[src/rtl/aurora_axi_pkg.sv]
// Shared widths, FIFO depth, FSM encoding and the buffered beat layout
// for the Aurora AXI-Stream TX demultiplexer.
package aurora_axi_pkg;

    localparam int unsigned FIFO_DEPTH = 2;
    localparam int unsigned DATA_W     = 32;
    localparam int unsigned KEEP_W     = 4;
    localparam int unsigned TAG_W      = 3;

    typedef enum logic {
        ST_IDLE = 1'b0,
        ST_FWD  = 1'b1
    } pkt_state_e;

    typedef struct packed {
        logic [DATA_W-1:0] data;
        logic [KEEP_W-1:0] keep;
        logic              last;
        logic [TAG_W-1:0]  tag;
    } beat_t;

endpackage

[src/rtl/aurora_axis_skid.sv]
// Two-entry beat FIFO with a registered input ready; the head entry is held
// stable until it is popped.
module aurora_axis_skid
    import aurora_axi_pkg::*;
(
    input  logic  clk,
    input  logic  rst,
    input  logic  in_valid,
    input  beat_t in_beat,
    output logic  in_ready,
    output logic  out_valid,
    output beat_t out_beat,
    input  logic  out_pop
);

    localparam int unsigned CNT_W = $clog2(FIFO_DEPTH + 1);

    logic [CNT_W-1:0] count_q, count_d;
    beat_t            head_q, head_d;
    beat_t            tail_q, tail_d;
    logic             ready_q, ready_d;
    logic             push, pop;

    always_comb begin
        push    = in_valid & ready_q;
        pop     = out_pop & (count_q != '0);
        head_d  = head_q;
        tail_d  = tail_q;
        count_d = count_q;

        if (pop) begin
            head_d = tail_q;
        end
        // The new beat lands at the head only if the head slot is (or becomes) free.
        if (push) begin
            if ((count_q == '0) || ((count_q == CNT_W'(1)) && pop)) begin
                head_d = in_beat;
            end else begin
                tail_d = in_beat;
            end
        end

        if (push && !pop) begin
            count_d = count_q + CNT_W'(1);
        end else if (pop && !push) begin
            count_d = count_q - CNT_W'(1);
        end

        ready_d = (count_d < CNT_W'(FIFO_DEPTH));
    end

    always_ff @(posedge clk or posedge rst) begin
        if (rst) begin
            count_q <= '0;
            head_q  <= '0;
            tail_q  <= '0;
            ready_q <= 1'b0;
        end else begin
            count_q <= count_d;
            head_q  <= head_d;
            tail_q  <= tail_d;
            ready_q <= ready_d;
        end
    end

    assign in_ready  = ready_q;
    assign out_valid = (count_q != '0);
    assign out_beat  = head_q;

endmodule

[src/rtl/aurora_axi_tx_demux.sv]
// Routes AXI-Stream packets to one of ETHCOUNT downstream channels, selected at
// the first beat; packets tagged for a non-existent channel are drained and counted.
module aurora_axi_tx_demux
    import aurora_axi_pkg::*;
#(
    parameter int ETHCOUNT = 4,
    parameter int SIM      = 0
) (
    input  logic                       clk,
    input  logic                       rst,
    input  logic [2:0]                 axis_m_sel,
    output logic                       axis_s_tready,
    input  logic [31:0]                axis_s_tdata,
    input  logic [3:0]                 axis_s_tkeep,
    input  logic                       axis_s_tvalid,
    input  logic                       axis_s_tlast,
    input  logic [ETHCOUNT-1:0]        axis_m_tready,
    output logic [ETHCOUNT*32-1:0]     axis_m_tdata,
    output logic [ETHCOUNT*4-1:0]      axis_m_tkeep,
    output logic [ETHCOUNT-1:0]        axis_m_tvalid,
    output logic [ETHCOUNT-1:0]        axis_m_tlast,
    output logic [15:0]                drop_cnt,
    output logic                       busy
);

    if (ETHCOUNT < 1 || ETHCOUNT > 8) begin : g_bad_ethcount
        $error("aurora_axi_tx_demux: ETHCOUNT must be in 1..8");
    end

    pkt_state_e       state_q, state_d;
    logic [TAG_W-1:0] tag_q, tag_d;
    logic [15:0]      drop_cnt_q, drop_cnt_d;
    beat_t            in_beat, head;
    logic             fifo_ready, fifo_valid, fifo_pop;
    logic             accept, head_in_range, head_ready;

    assign accept = axis_s_tvalid & fifo_ready;

    always_comb begin
        state_d = state_q;
        tag_d   = tag_q;

        in_beat.data = axis_s_tdata;
        in_beat.keep = axis_s_tkeep;
        in_beat.last = axis_s_tlast;
        in_beat.tag  = (state_q == ST_IDLE) ? axis_m_sel : tag_q;

        if (accept) begin
            if (state_q == ST_IDLE) begin
                tag_d = axis_m_sel;
            end
            state_d = axis_s_tlast ? ST_IDLE : ST_FWD;
        end
    end

    aurora_axis_skid u_skid (
        .clk       (clk),
        .rst       (rst),
        .in_valid  (axis_s_tvalid),
        .in_beat   (in_beat),
        .in_ready  (fifo_ready),
        .out_valid (fifo_valid),
        .out_beat  (head),
        .out_pop   (fifo_pop)
    );

    for (genvar i = 0; i < ETHCOUNT; i++) begin : g_ch
        assign axis_m_tvalid[i]               = fifo_valid && (head.tag == TAG_W'(i));
        assign axis_m_tdata[i*DATA_W +: DATA_W] = head.data;
        assign axis_m_tkeep[i*KEEP_W +: KEEP_W] = head.keep;
        assign axis_m_tlast[i]                = head.last;
    end

    // Out-of-range tags never raise a tvalid, so they drain at one beat per cycle.
    always_comb begin
        head_in_range = (32'(head.tag) < 32'(ETHCOUNT));
        head_ready    = |(axis_m_tvalid & axis_m_tready);
        fifo_pop      = fifo_valid & (head_ready | ~head_in_range);

        drop_cnt_d = drop_cnt_q;
        if (fifo_valid && !head_in_range && head.last && (drop_cnt_q != '1)) begin
            drop_cnt_d = drop_cnt_q + 16'd1;
        end
    end

    always_ff @(posedge clk or posedge rst) begin
        if (rst) begin
            state_q    <= ST_IDLE;
            tag_q      <= '0;
            drop_cnt_q <= '0;
        end else begin
            state_q    <= state_d;
            tag_q      <= tag_d;
            drop_cnt_q <= drop_cnt_d;
        end
    end

    assign axis_s_tready = fifo_ready;
    assign drop_cnt      = drop_cnt_q;
    assign busy          = (state_q == ST_FWD) | fifo_valid;

    if (SIM != 0) begin : g_sim_checks
        assert property (@(posedge clk) disable iff (rst)
            (fifo_valid && !fifo_pop) |=> $stable(head));
    end

endmodule
[config.mk]
export PLATFORM = sky130hd
export DESIGN_NAME = aurora_axi_tx_demux
export DESIGN_NICKNAME = d
export VERILOG_FILES = /design/src/rtl/aurora_axi_pkg.sv /design/src/rtl/aurora_axis_skid.sv /design/src/rtl/aurora_axi_tx_demux.sv
export SDC_FILE = /design/constraint.sdc
export NUM_CORES = 1
export LEC_CHECK = 0
export ABC_AREA = 1
export CORE_ASPECT_RATIO = 0.5
export CORE_MARGIN = 2
export CORE_UTILIZATION = 46
export CTS_CLUSTER_DIAMETER = 200
export DETAILED_ROUTE_END_ITERATION = 7
export MAX_ROUTING_LAYER = met4
export PLACE_DENSITY = 0.88
export REMOVE_ABC_BUFFERS = 1
export SLEW_MARGIN = 10
export SYNTH_ARGS = -nofsm -noshare
export SYNTH_HDL_FRONTEND = slang
export SYNTH_SLANG_ARGS = --single-unit
[constraint.sdc]
create_clock -name clk -period 4.2 [get_ports clk]
set_clock_uncertainty 0.05 [all_clocks]
set_input_delay 0.84 -clock clk [delete_from_list [all_inputs] [get_ports clk]]
set_output_delay 0.84 -clock clk [all_outputs]
set_load 0.005 [all_outputs]
==> impl_results.md <==
* Drt first pass iters at 5
* Die ar. at 14,600 um^2
* Hold WS at 0.425 ns
* GPL Wtd Cong at 0.843
* Largest net degree at the start of global routing at 59
* Chip height at 86.6 um
* Final Hold Fails at 0
* CTS tree: done
* Sw frac at 39.2%
* Initial Utilization at 46.7%
* Max Slew Vio Count at 0
* Worst Tran Pin Value at 0.871 ns
* Normalized max-slew margin at 41.7%
* Final #Nets at 914
* Post-Syn Area at 6270 um^2
* Core area at 13,400 um^2
* Root buffer cell: clkbuf_16
* Logic pwr share at 52.9%
* Vias in the first global route at 5,233
* Flop pwr share at 30.6%
* Slowest cell on the critical path: nand2_2
* Critical Path Start Type: flop
* RSZ-0062 raised after global routing: no
* Post-CTS Repair Setup Buffers at 0
* Max Root-Sink Buffers at 2
* Die width at 169 um
* Post-CTS Resized at 0
* Clock latency at the later pin of the worst-skew pair at 0.35 ns
* Outcome: finished clean
* Fill cells at 1,107
* Critical path's top delay family: simple AND/OR/NAND/NOR gates
* Mapped Cells at 818
* Post-synthesis sequential area ratio at 41.1%
* Buf+Inv Stages, Crit Path at 1
* Critical path depth in cells at 10
* Initial antenna violation count at 0
* Worst-path clk slew at 0.07 ns
* Synthesis-to-finish area growth at 23.7%
* Max incr delay on CP at 0.67 ns
* Remaining antenna violation count after routing at 0
* Netlist cell types at 24
* CP Class: reg -> reg
* Fin crit share at 71.8%
* Wire per inst at 15.5 um
* Final min period at 3.01 ns
* CTS Buf Count at 9
* Post-synthesis register bit count at 103
* Pwr Density at 740 nW/um^2
* Total length of routed wires at 16.2 mm
* Hold depth at 2
* Crit path cell chain: inv_1 -> ha_1 -> nor2_1 -> nand3_1 -> nand3_1 -> o21bai_4 -> nand2_1 -> nand2_2 -> nand2_1 -> nand2_1
* DRC Markers at 0
* Clock share of power at 16.4%
* Max FO, Critical Path at 40
* Crit. End Element: flop
* Clock sinks at 103
* Standard-cell rows at 30
* Number of hold buffers added after CTS at 0
* Diode count at 0
* Fmax at 332 MHz
* I/O Buffers at 216
* Power Internal at 3.49 mW
* Leakage at 3.67 nW
* Layout cell share with drive strength beyond 1 at 4.04%
* R2R cell count at 10
* NetSw at 2.25 mW
* CP arrival at 3.25 ns
* Post-DP HPWL at 10.9 mm
* HP Class: reg -> reg
* CP dominant cell by count: nand2_1
* TNS Setup at 0 ns
* Max capacitance violation total at 0
* Data required, critical path at 4.43 ns
* Vias per cell at 5.26
* Yosys warnings at 0
* First-pass GRT wire length at 25.7 mm
* Htree depth at 3
* Starting DRT DRC Count at 590
* Setup-failing EPs final at 0
* Maximum VDD drop at 0.000445 V
* I/O pin cnt at 217
* Vias at 5,490
* Tot GR Track Use at 22.3%
* Syn Area/Cell at 7.67 um^2
* Grt total ovfl at 0
kinds of logic after synthesis:
kind of cell	synth area share (%)
AO/OA/AOI/OAI	1.72
XOR/XNOR	1.68
flip-flops	41.1
adder cells (fa/ha/maj)	0.997
AND/OR/NAND/NOR	31.4
buffers and inverters	23.1
layer usage:
metal	routed length [um]	global-route usage, %	vias to the layer above
met5	0	-	-
met4	195	7.38	0
met3	845	3.33	27
met2	8690	38.8	233
met1	6460	27.0	2655
li1	-	-	2575
stage by stage:
step / area, um^2 / worst slack [ns] / total power, mW / cells / util (%)
floorplan: 4940 / 0.103 / 2.90 / 626 / -
global placement: 7420 / 1.10 / 4.64 / 1027 / 55.2
detailed placement: 7420 / 1.01 / 4.77 / 1027 / 55.2
CTS: 7760 / 1.25 / 5.74 / 1043 / 57.7
global route: 7760 / 0.987 / 6.12 / 1043 / 57.7
finish: 7760 / 1.19 / 5.74 / 1043 / 57.7
power groups by stage:
| stage | clock network (mW) | registers [mW] | logic, mW |
|---|---|---|---|
| 6_report | 0.942 | 1.76 | 3.04 |
| 2_1_floorplan | 0 | 1.78 | 1.13 |
| 5_1_grt | 0.999 | 1.80 | 3.32 |
| 3_3_place_gp | 0 | 1.74 | 2.90 |
| 3_5_place_dp | 0 | 1.76 | 3.01 |
| 4_1_cts | 0.952 | 1.75 | 3.04 |
cells in the mapped netlist, drive strengths merged:
cell type / number / area, um^2
nand2: 294 / 1110
o21bai: 1 / 11.3
xor2: 5 / 43.8
nand3: 93 / 465
buf: 174 / 1270
inv: 30 / 113
nor4: 1 / 6.26
o22ai: 1 / 6.26
clkbuf: 18 / 67.6
dfrtp: 103 / 2580
xnor2: 7 / 61.3
nor3: 8 / 45.0
nor2: 15 / 56.3
nand3b: 1 / 7.51
o211ai: 2 / 15.0
o21ai: 15 / 75.1
nand4: 45 / 282
ha: 5 / 62.6
layout by cell type, fill, tap and decap left out, types with 8 or more instances in the layout:
cell             instances
buf_4                    8
inv_1                   25
clkbuf_16                9
dfrtp_1                103
nand4_1                 45
nand3_1                 93
nand2_1                292
nor2_1                  15
clkdlybuf4s50_1        216
o21ai_0                 11
state kept, by name, summed over array words and instances, names as in the netlist, named ones only:
name	flops
u_skid.in_ready	1
u_skid.count_q	1
tag_q	3
state_q	1
u_skid.out_beat	40
u_skid.tail_q	40
drop_cnt	16
path summary, 6_finish.rpt:
| check | startpoint | to | slack (ns) |
|---|---|---|---|
| hold reg to reg | u_skid.tail_q[33] | u_skid.tail_q[33] | 0.43 |
| setup / recovery | flop | u_skid.out_beat[23] | 1.19 |
| setup reg to reg | flop | u_skid.out_beat[23] | 1.19 |
| max in group asynchronous | rst | u_skid.out_beat[38] | 2.45 |
| hold / removal | u_skid.tail_q[33] | u_skid.tail_q[33] | 0.43 |
| min in group asynchronous | rst | drop_cnt[4] | 0.94 |
worst reg2reg max path, delay by kind of cell (launching register included):
kind,cells,cell delay [ns]
buffers and inverters,1,0.12
AO/OA/AOI/OAI,1,0.48
adder cells (fa/ha/maj),1,0.40
AND/OR/NAND/NOR,7,1.54
flip-flops,1,0.36
area by class of cell:
type | instances | area, um^2 | share of cell area [%]
multi-input combinational | 493 | 2260 | 29.2
tap | 176 | 220 | 2.84
inverter | 30 | 115 | 1.48
timing repair buffer | 225 | 2240 | 28.9
sequential | 103 | 2580 | 33.2
clock inverter | 6 | 100 | 1.29
clock buffer | 10 | 239 | 3.08
No activity file was read; power rests on OpenSTA's default activity.
